===== config.mk =====
export PLATFORM = sky130hd
export DESIGN_NAME = arbiter_vc
export DESIGN_NICKNAME = d
export VERILOG_FILES = /design/src/rtl/arbiter_vc_pkg.sv /design/src/rtl/arbiter_vc_dest_demux.sv /design/src/rtl/arbiter_vc.sv
export SDC_FILE = /design/constraint.sdc
export NUM_CORES = 1
export LEC_CHECK = 0
export ABC_AREA = 1
export CORE_MARGIN = 1.5
export CORE_UTILIZATION = 25
export CTS_CLUSTER_DIAMETER = 120
export DETAILED_ROUTE_END_ITERATION = 8
export HOLD_SLACK_MARGIN = 0.12
export PLACE_DENSITY = 0.55
export RECOVER_POWER = 50
export SLEW_MARGIN = 5
export SYNTH_ARGS = -nofsm -noshare
export SYNTH_HDL_FRONTEND = slang
export SYNTH_SLANG_ARGS = --single-unit
export TNS_END_PERCENT = 30

===== constraint.sdc =====
create_clock -name clk -period 2.2 [get_ports clk]
set_clock_uncertainty 0.2 [all_clocks]
set_input_delay 0.44 -clock clk [delete_from_list [all_inputs] [get_ports clk]]
set_output_delay 0.44 -clock clk [all_outputs]
set_load 0.03 [all_outputs]

===== src/rtl/arbiter_vc_pkg.sv =====
// Shared definitions for the virtual-channel arbiter and its source/destination FIFOs:
// the state encoding, the default word geometry and the raw-state decoder.
package arbiter_vc_pkg;

  // Default word geometry shared by the FIFOs and the arbiter.
  localparam int DATA_SIZE_DEF = 6;
  localparam int DEST_BIT_DEF  = 4;

  // Arbiter FSM encoding. Encoding 3 is unused and is treated as IDLE.
  typedef enum logic [1:0] {
    IDLE   = 2'd0,
    ACTIVE = 2'd1,
    STALL  = 2'd2
  } state_t;

  // Map the raw 2-bit state register onto a legal state.
  function automatic state_t decode_state(input logic [1:0] raw);
    case (raw)
      2'd1:    return ACTIVE;
      2'd2:    return STALL;
      default: return IDLE;
    endcase
  endfunction

endpackage : arbiter_vc_pkg


===== src/rtl/arbiter_vc_dest_demux.sv =====
// Destination demultiplexer: steers one forwarded word to d0 or d1 by its
// destination bit. The data output that is not being written keeps its last value.
module dest_demux
  import arbiter_vc_pkg::*;
#(
  parameter int DATA_SIZE = DATA_SIZE_DEF,
  parameter int DEST_BIT  = DEST_BIT_DEF
) (
  input  logic                 clk,
  input  logic                 reset,
  input  logic                 valid,
  input  logic [DATA_SIZE-1:0] word,
  output logic                 push_d0,
  output logic                 push_d1,
  output logic [DATA_SIZE-1:0] data_d0,
  output logic [DATA_SIZE-1:0] data_d1
);

  logic [DATA_SIZE-1:0] hold_d0;
  logic [DATA_SIZE-1:0] hold_d1;

  // Decode the destination and show the new word in the same cycle as its push.
  always_comb begin
    push_d0 = valid && !word[DEST_BIT];
    push_d1 = valid &&  word[DEST_BIT];
    data_d0 = push_d0 ? word : hold_d0;
    data_d1 = push_d1 ? word : hold_d1;
  end

  // Remember the last word written to each destination.
  // NOTE: sequential state is updated only with <= so every flop samples pre-edge values.
  always_ff @(posedge clk) begin
    if (reset) begin
      hold_d0 <= '0;
      hold_d1 <= '0;
    end else begin
      if (push_d0) hold_d0 <= word;
      if (push_d1) hold_d1 <= word;
    end
  end

endmodule : dest_demux


===== src/rtl/arbiter_vc.sv =====
// Two-source, two-destination arbiter. It pops VC0 with strict priority over VC1
// while no destination is pausing. It forwards each popped word one cycle later to
// the destination selected by its destination bit, and counts words per destination.
module arbiter_vc
  import arbiter_vc_pkg::*;
#(
  parameter int DATA_SIZE = DATA_SIZE_DEF,
  parameter int DEST_BIT  = DEST_BIT_DEF,
  parameter int CNT_WIDTH = 8
) (
  input  logic                 clk,
  input  logic                 reset,
  input  logic                 fifo_empty_vc0,
  input  logic                 fifo_empty_vc1,
  input  logic [DATA_SIZE-1:0] data_vc0,
  input  logic [DATA_SIZE-1:0] data_vc1,
  input  logic                 pause_d0,
  input  logic                 pause_d1,
  output logic                 pop_vc0,
  output logic                 pop_vc1,
  output logic                 push_d0,
  output logic                 push_d1,
  output logic [DATA_SIZE-1:0] data_d0,
  output logic [DATA_SIZE-1:0] data_d1,
  output logic [1:0]           state,
  output logic [CNT_WIDTH-1:0] count_d0,
  output logic [CNT_WIDTH-1:0] count_d1,
  output logic                 idle
);

  logic [1:0]           state_q;         // raw state register
  state_t               cur_state;       // decoded state (3 -> IDLE)
  logic                 pause_any;
  logic                 src_ready;       // at least one source holds a word
  logic                 pop_any;
  logic                 inflight_q;      // a word was popped last cycle
  logic                 inflight_src_q;  // 0: it came from VC0, 1: from VC1
  logic                 fwd_valid;
  logic [DATA_SIZE-1:0] fwd_word;

  // Pop decision from the registered state, source selection and status flags.
  // NOTE: every signal gets a value on every path in always_comb, so no latch can appear.
  always_comb begin
    cur_state = decode_state(state_q);
    pause_any = pause_d0 | pause_d1;
    src_ready = !fifo_empty_vc0 || !fifo_empty_vc1;
    pop_vc0   = 1'b0;
    pop_vc1   = 1'b0;
    if (!reset && (cur_state == ACTIVE) && !pause_any) begin
      pop_vc0 = !fifo_empty_vc0;
      pop_vc1 =  fifo_empty_vc0 && !fifo_empty_vc1;
    end
    pop_any   = pop_vc0 | pop_vc1;
    fwd_valid = inflight_q && !reset;
    fwd_word  = inflight_src_q ? data_vc1 : data_vc0;
    idle      = (cur_state == IDLE) && !inflight_q;
  end

  // FSM plus the in-flight tracking of the word popped this cycle.
  always_ff @(posedge clk) begin
    if (reset) begin
      state_q        <= IDLE;
      inflight_q     <= 1'b0;
      inflight_src_q <= 1'b0;
    end else begin
      inflight_q     <= pop_any;
      inflight_src_q <= pop_vc1;
      case (cur_state)
        IDLE: begin
          if (src_ready) state_q <= pause_any ? STALL : ACTIVE;
          else           state_q <= IDLE;
        end
        ACTIVE: begin
          if (!src_ready && !inflight_q) state_q <= IDLE;
          else if (pause_any)            state_q <= STALL;
        end
        STALL: begin
          if (!src_ready && !inflight_q)   state_q <= IDLE;
          else if (!pause_any && src_ready) state_q <= ACTIVE;
        end
        default: state_q <= IDLE;
      endcase
    end
  end

  // Per-destination forwarded-word counters. They wrap naturally at 2**CNT_WIDTH.
  always_ff @(posedge clk) begin
    if (reset) begin
      count_d0 <= '0;
      count_d1 <= '0;
    end else begin
      if (push_d0) count_d0 <= count_d0 + CNT_WIDTH'(1);
      if (push_d1) count_d1 <= count_d1 + CNT_WIDTH'(1);
    end
  end

  dest_demux #(
    .DATA_SIZE (DATA_SIZE),
    .DEST_BIT  (DEST_BIT)
  ) u_dest_demux (
    .clk     (clk),
    .reset   (reset),
    .valid   (fwd_valid),
    .word    (fwd_word),
    .push_d0 (push_d0),
    .push_d1 (push_d1),
    .data_d0 (data_d0),
    .data_d1 (data_d1)
  );

  assign state = state_q;

endmodule : arbiter_vc


==> impl_metrics.toml <==
[run_status]
status = "finished, final reports clean"

[sta]
slew_viol_final = 0
setup_ws_ps = 106
final_hold_viol_count = 0
whs_ps = 258
min_period_ps = 2090
fmax_mhz = 478
fin_crit_sh = 0.952
tns_ps = 0
finalSetupViolCount = 0
slew_headroom = 0.645
rsz0062_at_grt = "false"
worstMarginPinSlew_ps = 532

[clock_network]
cts_buffer_depth = 2
cts.sinks = 32
cts-buffers-inserted = 5
cts_setup_buffers = 0
insertion_delay_ps = 280
cts_tree = "yes"
cts_htree_levels = 2
postCtsHoldBufs = 0
clkTransAtPathRegs_ps = 70
root_buffer = "clkbuf_8"

[grt]
overflow = 0
grt_pass1_vias = 1559
antenna_found_initial = 0
grt_start_max_net_pins = 16
grt_pass1_wl_um = 7050
grt_use_total = 0.117

[cells_and_area]
final_layout_size_suffix_gt1_frac = 0.221
layout_common_cells = "64 x nand2_1, 45 x inv_1, 37 x nor2_1"
synthToLayoutAreaGrowth_pct = 42.5
fin_nets = 353
final_util = 0.365
layout_commonest_cell = "nand2_1"
final_cells = 430
multi_input_area_um2 = 942
n_antenna_cell = 0
final_area_um2 = 2620
fillCellCount = 777
register_area_um2 = 644

[floorplanning]
die_h_um = 88.7
start_util = 0.256
fp-row-count = 31
pin_count = 53
core-area_um2 = 7180
dieArea_um2 = 7870
die_w_um = 88.7

[logic_synthesis]
yosysSeqAreaShare = 0.349
synthTopCellsByArea = "dfxtp_1 35%, nand2_1 13%, inv_1 9.2%"
ys_ff_latch = 32
synth_fp_nets = 282
synth_cell_types = 25
synth_top_area_frac = 0.349
syn_avg_cell_area_um2 = 7.09
yosys.area.top_type = "dfxtp_1"
synth_warnings = 0
postSynthCellCount = 259
syn-cell-area_um2 = 1840

[setup_path]
cp.arrival_ps = 1450
startpoint_type = "input pin"
crit_type = "input pin to primary output"
rr_startpoint = "inflight_src_q"
crit_required_ps = 1560
cp-end-kind = "primary output"
crit_fanout = 3
crit_start = "pause_d1"

[power]
ir_worst_vdd_v = 0.000643
p_leak_nw = 1.24
power_density_nw_per_um2 = 615
total_power_mw = 1.61

[routing]
totalWireLength_um = 4210
drt_iter0_markers = 41
dr.pass1.iters = 3
via_count = 1730
wl_per_cell_um = 9.79
drc = 0
viasPerCell = 4.02
ant_nets = 0

[placed_design]
dp_cells = 422
dpl_cell_area_um2 = 2520
pre_cts_ws_ps = -253
hpwl_um = 3260
numPortBuffers = 52
gp_congestion = 0.772

[hold_path]
min_path_type = "flip-flop to flip-flop"
hp-start = "u_dest_demux.hold_d1[4]"

[job]
max_cap_viol_count = 0
==> worst max-delay path: stages <==
cell,delay (ps)
clkdlybuf4s50_1,430
nor2_2,140
nand3_2,100
nor3b_2,160
buf_4,170
==> cells by family (layout without fill, tap and decap cells) <==
| kind of cell | Yosys count | in the layout | share of synthesized area |
|---|---|---|---|
| buf+inv | 55 | 127 | 0.144 |
| fa+ha+maj | 5 | 5 | 0.0341 |
| simple gates | 142 | 142 | 0.377 |
| flops | 32 | 32 | 0.349 |
| compound gates | 23 | 23 | 0.0865 |
| xor+xnor | 2 | 2 | 0.00954 |
==> power breakdown <==
part           leakage (nW)  internal, mW  switching [mW]
registers             0.259         0.600          0.0166
logic                 0.926         0.176           0.255
clock network        0.0552         0.336           0.227
==> registers in the layout, indices dropped and copies added, names as in the netlist <==
name / cells
count_d0: 8
u_dest_demux.hold_d1: 6
u_dest_demux.hold_d0: 6
inflight_src_q: 1
state: 2
count_d1: 8
inflight_q: 1
==> routing by layer <==
metal,GRT usage,vias up,part of all wire
met5,0,-,0
met4,0.0341,0,0.0059
met3,0.0448,2,0.043
met2,0.178,25,0.44
met1,0.153,768,0.51
li1,-,935,-
==> layout make-up <==
cell class / count / share of cell area
Sequential cell: 32 / 0.246
Multi-Input combinational cell: 172 / 0.360
Tap cell: 99 / 0.0473
Clock inverter: 2 / 0.0134
Clock buffer: 6 / 0.0277
Inverter: 48 / 0.0765
Timing Repair Buffer: 71 / 0.229
==> synth_stat cells, drive strengths merged <==
master	number
nand3	17
xor2	2
nand2	75
o21ai	14
nor3b	3
a21boi	1
nand4	4
dfxtp	32
ha	5
a21oi	8
buf	6
inv	48
nor3	3
clkbuf	1
nor2	40
==> repair_timing <==
action,4_1_cts,5_1_grt
pin swaps,3,0
setup endpoints to repair,17,7
hold endpoints to repair,0,0
resized for setup,8,10
==> worst paths after layout <==
path	slack, ps	depth (start not counted)	to
setup / recovery	110	5	pop_vc1
hold / removal	260	2	u_dest_demux.hold_d1[4]
setup reg to reg	230	9	count_d0[4]
hold reg to reg	260	2	u_dest_demux.hold_d1[4]
Power figures use the tool's default switching activity.
